$ cat config.mk
export PLATFORM = sky130hd
export DESIGN_NAME = final_dispatch_unit
export DESIGN_NICKNAME = d
export VERILOG_FILES = /design/src/rtl/hub_fifo_pkg.sv /design/src/rtl/lowest_set_bit_encoder.sv /design/src/rtl/final_dispatch_unit.sv
export SDC_FILE = /design/constraint.sdc
export NUM_CORES = 1
export LEC_CHECK = 0
export ABC_AREA = 1
export BUFFER_PORTS_ARGS = -buffer_cell sky130_fd_sc_hd__buf_2
export CELL_PAD_IN_SITES_DETAIL_PLACEMENT = 0
export CELL_PAD_IN_SITES_GLOBAL_PLACEMENT = 1
export CORE_UTILIZATION = 31
export CTS_CLUSTER_DIAMETER = 120
export CTS_CLUSTER_SIZE = 12
export DETAILED_ROUTE_END_ITERATION = 10
export PLACE_DENSITY = 0.77
export SETUP_SLACK_MARGIN = 0.4
export SYNTH_ARGS = -nofsm -noshare
export SYNTH_HDL_FRONTEND = slang
export SYNTH_SLANG_ARGS = --single-unit
$ cat constraint.sdc
create_clock -name clk -period 2.6 [get_ports clk]
set_clock_uncertainty 0.05 [all_clocks]
set_input_delay 0.39 -clock clk [delete_from_list [all_inputs] [get_ports clk]]
set_output_delay 0.39 -clock clk [all_outputs]
set_load 0.01 [all_outputs]
$ cat src/rtl/hub_fifo_pkg.sv
// Shared slot layout for the hub final-FIFO link (packer and dispatcher).
// Slot = {valid, dest, payload}; slot s sits at word bits [s*SLOT_WIDTH +: SLOT_WIDTH].
package hub_fifo_pkg;

   localparam int DEF_HUB_FIFO_WIDTH          = 13;
   localparam int DEF_HUB_FIFO_PHYSICAL_WIDTH = 128;
   localparam int DEF_FIFO_IDWIDTH            = 2;
   localparam int DEF_FIFO_COUNT              = 3;

   typedef enum logic {
      DISP_IDLE,
      DISP_DISPATCH
   } dispatch_state_t;

   typedef struct packed {
      logic                          valid;
      logic [DEF_FIFO_IDWIDTH-1:0]   dest;
      logic [DEF_HUB_FIFO_WIDTH-1:0] payload;
   } slot_t;

   function automatic int slot_width_f(input int hub_fifo_width, input int fifo_idwidth);
      return 1 + fifo_idwidth + hub_fifo_width;
   endfunction

   function automatic int slots_f(input int physical_width, input int hub_fifo_width,
                                  input int fifo_idwidth);
      return physical_width / slot_width_f(hub_fifo_width, fifo_idwidth);
   endfunction

   localparam int SLOT_PAYLOAD_LSB = 0;

   function automatic int slot_dest_lsb(input int hub_fifo_width);
      return hub_fifo_width;
   endfunction

   function automatic int slot_valid_bit(input int hub_fifo_width, input int fifo_idwidth);
      return hub_fifo_width + fifo_idwidth;
   endfunction

   // The SC channel is addressed by the first dest code past the master channels.
   function automatic int sc_dest_f(input int fifo_count);
      return fifo_count;
   endfunction

endpackage

$ cat src/rtl/lowest_set_bit_encoder.sv
// Purpose: index of the lowest set bit of vec, plus an any-bit-set flag.
// Latency: purely combinational.
// Backpressure: none; no handshake.
module lowest_set_bit_encoder #(
   parameter int WIDTH     = 8,
   parameter int IDX_WIDTH = (WIDTH > 1) ? $clog2(WIDTH) : 1
) (
   input  logic [WIDTH-1:0]     vec,
   output logic [IDX_WIDTH-1:0] idx,
   output logic                 any
);

   always_comb begin
      idx = '0;
      any = 1'b0;
      // Scan downward so the lowest set bit is the last one written.
      for (int i = WIDTH - 1; i >= 0; i--) begin
         if (vec[i]) begin
            idx = IDX_WIDTH'(i);
            any = 1'b1;
         end
      end
   end

endmodule

$ cat src/rtl/final_dispatch_unit.sv
// Purpose: unpack final-FIFO words and deliver each valid slot in order to its master/SC FIFO.
// Latency: first slot valid one cycle after word accept; one cycle per slot when unstalled.
// Backpressure: word ready only in IDLE; a stalled slot holds valid/data and blocks later slots.
module final_dispatch_unit
   import hub_fifo_pkg::*;
#(
   parameter int HUB_FIFO_WIDTH          = DEF_HUB_FIFO_WIDTH,
   parameter int HUB_FIFO_PHYSICAL_WIDTH = DEF_HUB_FIFO_PHYSICAL_WIDTH,
   parameter int FIFO_IDWIDTH            = DEF_FIFO_IDWIDTH,
   parameter int FIFO_COUNT              = DEF_FIFO_COUNT
) (
   input  logic                                 clk,
   input  logic                                 reset,
   input  logic [HUB_FIFO_PHYSICAL_WIDTH-1:0]   final_fifo_in_data,
   input  logic                                 final_fifo_in_valid,
   output logic                                 final_fifo_in_ready,
   output logic [HUB_FIFO_WIDTH*FIFO_COUNT-1:0] master_fifo_in_data_vector,
   output logic [FIFO_COUNT-1:0]                master_fifo_in_valid_vector,
   input  logic [FIFO_COUNT-1:0]                master_fifo_in_ready_vector,
   output logic [HUB_FIFO_WIDTH-1:0]            sc_fifo_in_data,
   output logic                                 sc_fifo_in_valid,
   input  logic                                 sc_fifo_in_ready,
   output logic                                 has_flying_messages,
   output logic [7:0]                           dropped_count
);

   localparam int SW        = slot_width_f(HUB_FIFO_WIDTH, FIFO_IDWIDTH);
   localparam int SLOTS     = slots_f(HUB_FIFO_PHYSICAL_WIDTH, HUB_FIFO_WIDTH, FIFO_IDWIDTH);
   localparam int FW        = FIFO_IDWIDTH + HUB_FIFO_WIDTH;
   localparam int IW        = (SLOTS > 1) ? $clog2(SLOTS) : 1;
   localparam int DEST_LSB  = slot_dest_lsb(HUB_FIFO_WIDTH);
   localparam int VALID_BIT = slot_valid_bit(HUB_FIFO_WIDTH, FIFO_IDWIDTH);
   localparam logic [FIFO_IDWIDTH-1:0] SC_DEST = FIFO_IDWIDTH'(sc_dest_f(FIFO_COUNT));

   dispatch_state_t         state_q, state_d;
   logic [SLOTS-1:0]        pending_q, pending_d;
   logic [SLOTS-1:0][FW-1:0] hold_q, hold_d;
   logic [7:0]              dropped_q, dropped_d;

   logic [SLOTS-1:0]         in_slot_valid;
   logic [SLOTS-1:0][FW-1:0] in_slot_fields;
   logic [IW-1:0]            sel_idx;
   logic                     sel_any;
   logic [SLOTS-1:0]         sel_onehot;
   logic [FW-1:0]            sel_fields;
   logic [FIFO_IDWIDTH-1:0]  sel_dest;
   logic [HUB_FIFO_WIDTH-1:0] sel_payload;
   logic                     active;
   logic                     dest_bad;
   logic [FIFO_COUNT-1:0]    master_valid;
   logic                     sc_valid;
   logic                     deliver_ok;

   // The valid bit is kept apart from the stored fields; pending carries it.
   always_comb begin
      in_slot_valid  = '0;
      in_slot_fields = '0;
      for (int s = 0; s < SLOTS; s++) begin
         in_slot_valid[s]  = final_fifo_in_data[s*SW + VALID_BIT];
         in_slot_fields[s] = final_fifo_in_data[s*SW + SLOT_PAYLOAD_LSB +: FW];
      end
   end

   lowest_set_bit_encoder #(
      .WIDTH     (SLOTS),
      .IDX_WIDTH (IW)
   ) u_sel_enc (
      .vec (pending_q),
      .idx (sel_idx),
      .any (sel_any)
   );

   assign sel_onehot  = pending_q & (~pending_q + SLOTS'(1));
   assign sel_fields  = hold_q[sel_idx];
   assign sel_dest    = sel_fields[DEST_LSB +: FIFO_IDWIDTH];
   assign sel_payload = sel_fields[HUB_FIFO_WIDTH-1:0];
   assign active      = (state_q == DISP_DISPATCH) && sel_any;
   assign dest_bad    = sel_dest > SC_DEST;

   always_comb begin
      master_valid = '0;
      for (int i = 0; i < FIFO_COUNT; i++) begin
         master_valid[i] = active && (sel_dest == FIFO_IDWIDTH'(i));
      end
   end

   assign sc_valid   = active && (sel_dest == SC_DEST);
   assign deliver_ok = dest_bad || (|(master_valid & master_fifo_in_ready_vector)) ||
                       (sc_valid && sc_fifo_in_ready);

   always_comb begin
      state_d   = state_q;
      pending_d = pending_q;
      hold_d    = hold_q;
      dropped_d = dropped_q;
      case (state_q)
         DISP_IDLE: begin
            if (final_fifo_in_valid) begin
               hold_d    = in_slot_fields;
               pending_d = in_slot_valid;
               if (|in_slot_valid) begin
                  state_d = DISP_DISPATCH;
               end
            end
         end
         DISP_DISPATCH: begin
            if (!sel_any) begin
               state_d = DISP_IDLE;
            end else if (deliver_ok) begin
               pending_d = pending_q & ~sel_onehot;
               if (dest_bad && (dropped_q != 8'hFF)) begin
                  dropped_d = dropped_q + 8'd1;
               end
               if ((pending_q & ~sel_onehot) == '0) begin
                  state_d = DISP_IDLE;
               end
            end
         end
      endcase
   end

   always_ff @(posedge clk) begin
      if (!reset) begin
         state_q   <= DISP_IDLE;
         pending_q <= '0;
         hold_q    <= '0;
         dropped_q <= '0;
      end else begin
         state_q   <= state_d;
         pending_q <= pending_d;
         hold_q    <= hold_d;
         dropped_q <= dropped_d;
      end
   end

   assign final_fifo_in_ready         = (state_q == DISP_IDLE);
   assign has_flying_messages         = (state_q == DISP_DISPATCH);
   assign master_fifo_in_valid_vector = master_valid;
   assign master_fifo_in_data_vector  = {FIFO_COUNT{sel_payload}};
   assign sc_fifo_in_valid            = sc_valid;
   assign sc_fifo_in_data             = sel_payload;
   assign dropped_count               = dropped_q;

endmodule

==> report_table.html <==
<table>
<tr><th>Metric</th><th>Value</th></tr>
<tr><th colspan="2">Layout</th></tr>
<tr><td>Final std cell area, no fill</td><td>0.00865 sq mm</td></tr>
<tr><td>Layout cells sized above 1</td><td>0.334</td></tr>
<tr><td>Antenna diode count</td><td>0</td></tr>
<tr><td>Final Core Density</td><td>0.443</td></tr>
<tr><td>Layout Nets</td><td>1203</td></tr>
<tr><td>Area added between synthesis and finish</td><td>39.9%</td></tr>
<tr><td>Number of standard cells in the layout, taps in and fillers out</td><td>1345</td></tr>
<tr><th colspan="2">CTS</th></tr>
<tr><td>Count of hold-fix buffers inserted at cts</td><td>0</td></tr>
<tr><td>CTS Root Buffer Type</td><td>clkbuf_16</td></tr>
<tr><td>Clock Latency Late Sink</td><td>0.41 ns</td></tr>
<tr><td>CTS HTree Levels</td><td>4</td></tr>
<tr><td>Num Clock Sinks</td><td>129</td></tr>
<tr><td>Bufs on Longest Clock Path</td><td>2</td></tr>
<tr><td>Clock buffer count from CTS</td><td>17</td></tr>
<tr><td>CTS clk-pin slew, worst paths</td><td>0.06 ns</td></tr>
<tr><td>TritonCTS clock tree</td><td>yes</td></tr>
<tr><th colspan="2">Routing</th></tr>
<tr><td>Number of violations reported at the end of detailed-routing iteration 0</td><td>294</td></tr>
<tr><td>Routed vias</td><td>6438</td></tr>
<tr><td>Detail-routed net length per standard cell</td><td>15.4 microns</td></tr>
<tr><td>Metal-1 WL</td><td>9210 microns</td></tr>
<tr><td>Post-route DRC violation count</td><td>0</td></tr>
<tr><td>Remaining antenna violation count</td><td>0</td></tr>
<tr><td>Via density</td><td>4.79</td></tr>
<tr><td>WL final</td><td>20700 microns</td></tr>
<tr><td>Wire length on met3</td><td>1370 microns</td></tr>
<tr><td>First-pass iteration count of the detailed router</td><td>5</td></tr>
<tr><td>DR WL met2</td><td>9640 microns</td></tr>
<tr><td>Highest routing layer actually used</td><td>met5</td></tr>
<tr><th colspan="2">Outcome</th></tr>
<tr><td>Outcome</td><td>finished, violations left</td></tr>
<tr><td>Failing checks</td><td>setup timing</td></tr>
<tr><th colspan="2">Power</th></tr>
<tr><td>Portion of total power attributed to sequential cells</td><td>0.166</td></tr>
<tr><td>Net switching fraction of the power</td><td>0.452</td></tr>
<tr><td>Clock network fraction of design power</td><td>0.173</td></tr>
<tr><td>Power density over cell area</td><td>1730 mW/mm^2</td></tr>
<tr><td>Reported net switching power</td><td>6.77 mW</td></tr>
<tr><td>P_leak</td><td>3.85 nW</td></tr>
<tr><td>Logic pwr share</td><td>0.661</td></tr>
<tr><td>Peak supply drop</td><td>1.02 mV</td></tr>
<tr><td>Pint</td><td>8.20 mW</td></tr>
<tr><th colspan="2">Placed design</th></tr>
<tr><td>Inst Count DP</td><td>1289</td></tr>
<tr><td>Number of buffer cells added on primary ports</td><td>192</td></tr>
<tr><td>Area after detailed placement</td><td>0.00720 sq mm</td></tr>
<tr><td>DP Wirelength</td><td>14100 microns</td></tr>
<tr><td>Last weighted congestion value of the routability-driven placer</td><td>0.826</td></tr>
<tr><th colspan="2">Timing</th></tr>
<tr><td>Setup-violating endpoint count in the final report</td><td>56</td></tr>
<tr><td>Final period demand of the worst path</td><td>2.76 ns</td></tr>
<tr><td>Smallest hold slack</td><td>0.163 ns</td></tr>
<tr><td>Setup repair after global routing missed its margin</td><td>yes</td></tr>
<tr><td>Endpoints failing hold</td><td>0</td></tr>
<tr><td>Transition time at the pin with the least slew margin</td><td>0.632 ns</td></tr>
<tr><td>Final worst-path cycle share</td><td>1.06</td></tr>
<tr><td>Final worst setup slack</td><td>-0.161 ns</td></tr>
<tr><td>Relative max-transition margin</td><td>0.578</td></tr>
<tr><td>Maximum operating frequency</td><td>0.362 GHz</td></tr>
<tr><td>Final number of max-transition violations</td><td>0</td></tr>
<tr><th colspan="2">Global route</th></tr>
<tr><td>Maximum number of pins on one net before global-route repair</td><td>131</td></tr>
<tr><td>Total global routing overflow</td><td>0</td></tr>
<tr><td>Wire length of the first global-routing pass</td><td>31300 microns</td></tr>
<tr><td>GRT Overall Usage</td><td>0.203</td></tr>
<tr><td>Via count of the first global-routing pass</td><td>5917</td></tr>
<tr><td>Number of antenna violations at the first check in global routing</td><td>2</td></tr>
<tr><th colspan="2">Logic synthesis</th></tr>
<tr><td>Count of flip-flops with a built-in enable after synthesis</td><td>0</td></tr>
<tr><td>Main area contributors after synthesis</td><td>dfxtp_1, nor2_1, o21ai_0</td></tr>
<tr><td>Unique masters post-synth</td><td>33</td></tr>
<tr><td>Share of the yosys chip area belonging to registers</td><td>0.417</td></tr>
<tr><td>Total of flip-flops plus latches after synthesis</td><td>129</td></tr>
<tr><td>Share of flip-flops with an asynchronous set or reset after synthesis</td><td>0</td></tr>
<tr><td>Leading cell types by count after synthesis</td><td>nor2_1, o21ai_0, dfxtp_1</td></tr>
<tr><td>Per-instance average area after synthesis</td><td>6.75 sq um</td></tr>
<tr><td>Synth top area share</td><td>0.417</td></tr>
<tr><td>Area leader, netlist</td><td>dfxtp_1</td></tr>
<tr><td>Warnings, synthesis</td><td>0</td></tr>
<tr><td>Cell with the most instances after synthesis</td><td>nor2_1</td></tr>
<tr><td>Dominant synthesized flop cell</td><td>dfxtp_1</td></tr>
<tr><td>Cell area after synthesis</td><td>0.00619 sq mm</td></tr>
<tr><td>Cell count after synthesis</td><td>916</td></tr>
<tr><th colspan="2">Die</th></tr>
<tr><td>Die Ht</td><td>143 microns</td></tr>
<tr><td>Number of primary I/O pins</td><td>201</td></tr>
<tr><td>Initial cell density of the core</td><td>0.317</td></tr>
<tr><td>Row Count</td><td>51</td></tr>
<tr><td>Floorplan core area</td><td>0.0195 sq mm</td></tr>
<tr><td>Width of the chip</td><td>143 microns</td></tr>
<tr><td>Die ar.</td><td>0.0205 sq mm</td></tr>
<tr><th colspan="2">Worst setup path</th></tr>
<tr><td>Arrival time at the worst endpoint</td><td>2.32 ns</td></tr>
<tr><td>Setup Crit Path Kind</td><td>flip-flop to output pin</td></tr>
<tr><td>Worst-case reg-to-reg path depth</td><td>15</td></tr>
<tr><td>Reg-to-Reg Start</td><td>pending_q[1]$_SDFFE_PN0P_</td></tr>
<tr><td>Critical path endpoint category</td><td>output pin</td></tr>
<tr><td>Highest-delay cell along the critical path</td><td>dfxtp_4</td></tr>
<tr><td>Ordered cell list for the critical path</td><td>inv_2 -&gt; nand2_2 -&gt; nand2_2 -&gt; nand2_1 -&gt; nand2_1 -&gt; nand2_2 -&gt; nand2_4 -&gt; nand2_8 -&gt; buf_12 -&gt; buf_16 -&gt; o21ai_2 -&gt; o22ai_2 -&gt; nor2_2 -&gt; a31oi_4 -&gt; buf_2</td></tr>
<tr><td>Type of element launching the critical path</td><td>flip-flop</td></tr>
<tr><td>Cell with the most instances on the worst path</td><td>nand2_2</td></tr>
<tr><td>Crit-path max FO</td><td>6</td></tr>
<tr><td>Largest stage delay on the critical path</td><td>0.35 ns</td></tr>
<tr><td>Critical register-to-register path endpoint</td><td>pending_q[0]$_SDFFE_PN0P_</td></tr>
<tr><td>Required time of the critical path</td><td>2.16 ns</td></tr>
<tr><td>Setup slack, reg-to-reg</td><td>0.23 ns</td></tr>
<tr><th colspan="2">Run</th></tr>
<tr><td>Max-capacitance violation count</td><td>0</td></tr>
<tr><th colspan="2">Min path</th></tr>
<tr><td>Hold Crit Start</td><td>final_fifo_in_data[44]</td></tr>
<tr><td>Cells on Worst Hold Path</td><td>3</td></tr>
<tr><td>Worst hold path endpoint</td><td>hold_q[42]$_SDFFE_PN0P_</td></tr>
<tr><td>Tightest Hold Check Type</td><td>primary input to flip-flop</td></tr>
</table>
critical path, delay by kind of cell (launching register included):
kind                   cells  cell delay (ns)
AOI/OAI and AO/OA          3             0.48
buffers and inverters      4             0.47
and+or+nand+nor            8             0.60
DFF                        1             0.35
power groups by stage:
stage / sequential, mW / combinational, mW / clock (mW)
floorplan: 2.44 / 6.07 / 0
finish: 2.49 / 9.89 / 2.59
CTS: 2.48 / 9.13 / 2.62
global route: 2.53 / 10.7 / 2.72
global placement: 2.49 / 7.20 / 0
detailed placement: 2.49 / 7.19 / 0
sequential cells by signal, indices dropped and copies added (netlist names):
name,flops
pending_q,8
hold_q,120
has_flying_messages,1
how the worst max path moves through the flow:
stage                                   start                        endpoint  slack (ns)  depth (start not counted)
floorplan           pending_q[6]$_SDFFE_PN0P_  master_fifo_in_data_vector[25]        0.34                         15
global placement    pending_q[4]$_SDFFE_PN0P_              sc_fifo_in_data[0]         0.1                         11
detailed placement  pending_q[4]$_SDFFE_PN0P_              sc_fifo_in_data[0]        0.07                         11
CTS                 pending_q[6]$_SDFFE_PN0P_  master_fifo_in_data_vector[36]       -0.18                         15
global route        pending_q[5]$_SDFFE_PN0P_  master_fifo_in_data_vector[21]       -0.28                         10
finish              pending_q[6]$_SDFFE_PN0P_  master_fifo_in_data_vector[33]       -0.16                         15
metal layers:
metal	vias to the layer above	GRT usage
met5	-	0
met1	2927	0.264
met2	243	0.325
li1	3232	-
met4	4	0.0745
met3	32	0.0476
repair_timing:
action | 4_1_cts | 5_1_grt
pin swaps | 31 | 17
gates resized for setup | 81 | 54
endpoints found under the setup margin | 65 | 65
cloned | 8 | 1
buffers inserted | 14 | 2
kinds of logic after synthesis:
| logic type | after synthesis | synth area share |
|---|---|---|
| buffers and inverters | 136 | 0.115 |
| and+or+nand+nor | 423 | 0.276 |
| DFF | 129 | 0.417 |
| AOI/OAI and AO/OA | 227 | 0.191 |
| other | 1 | 0.000606 |
area by class of cell:
type / count / area (sq um)
multi-input combinational: 658 / 3330
fill: 2044 / 10900
timing repair buffer: 232 / 1580
clock buffer: 20 / 467
inverter: 27 / 136
timing repair inverter: 3 / 36.3
clock inverter: 11 / 178
sequential: 129 / 2600
tap: 265 / 332
stage by stage:
step,power [mW],worst slack (ns),setup TNS (ns)
after floorplan,8.51,0.339,0
after global placement,9.69,0.0992,0
after detailed placement,9.68,0.0677,0
after CTS,14.2,-0.180,-7.70
after global routing,15.9,-0.283,-13.63
final,15.0,-0.161,-6.84
layout by cell type (no fill, tap or decap), types with 5 or more instances in the layout:
| cell | count |
|---|---|
| a31oi_2 | 8 |
| buf_2 | 185 |
| dfxtp_1 | 124 |
| o21ai_1 | 16 |
| nand2_1 | 37 |
| nand2_2 | 12 |
| nor2_1 | 328 |
| inv_1 | 20 |
| o21ai_2 | 15 |
| a21oi_1 | 10 |
| o22ai_2 | 13 |
| nand3_2 | 6 |
| nand3_1 | 15 |
| o21ai_0 | 151 |
| buf_6 | 9 |
| a31oi_4 | 5 |
| buf_16 | 5 |
| buf_4 | 20 |
| clkbuf_16 | 17 |
| buf_12 | 10 |
| conb_1 | 8 |
| nor2_2 | 10 |
(Power assumes the default switching activity.)
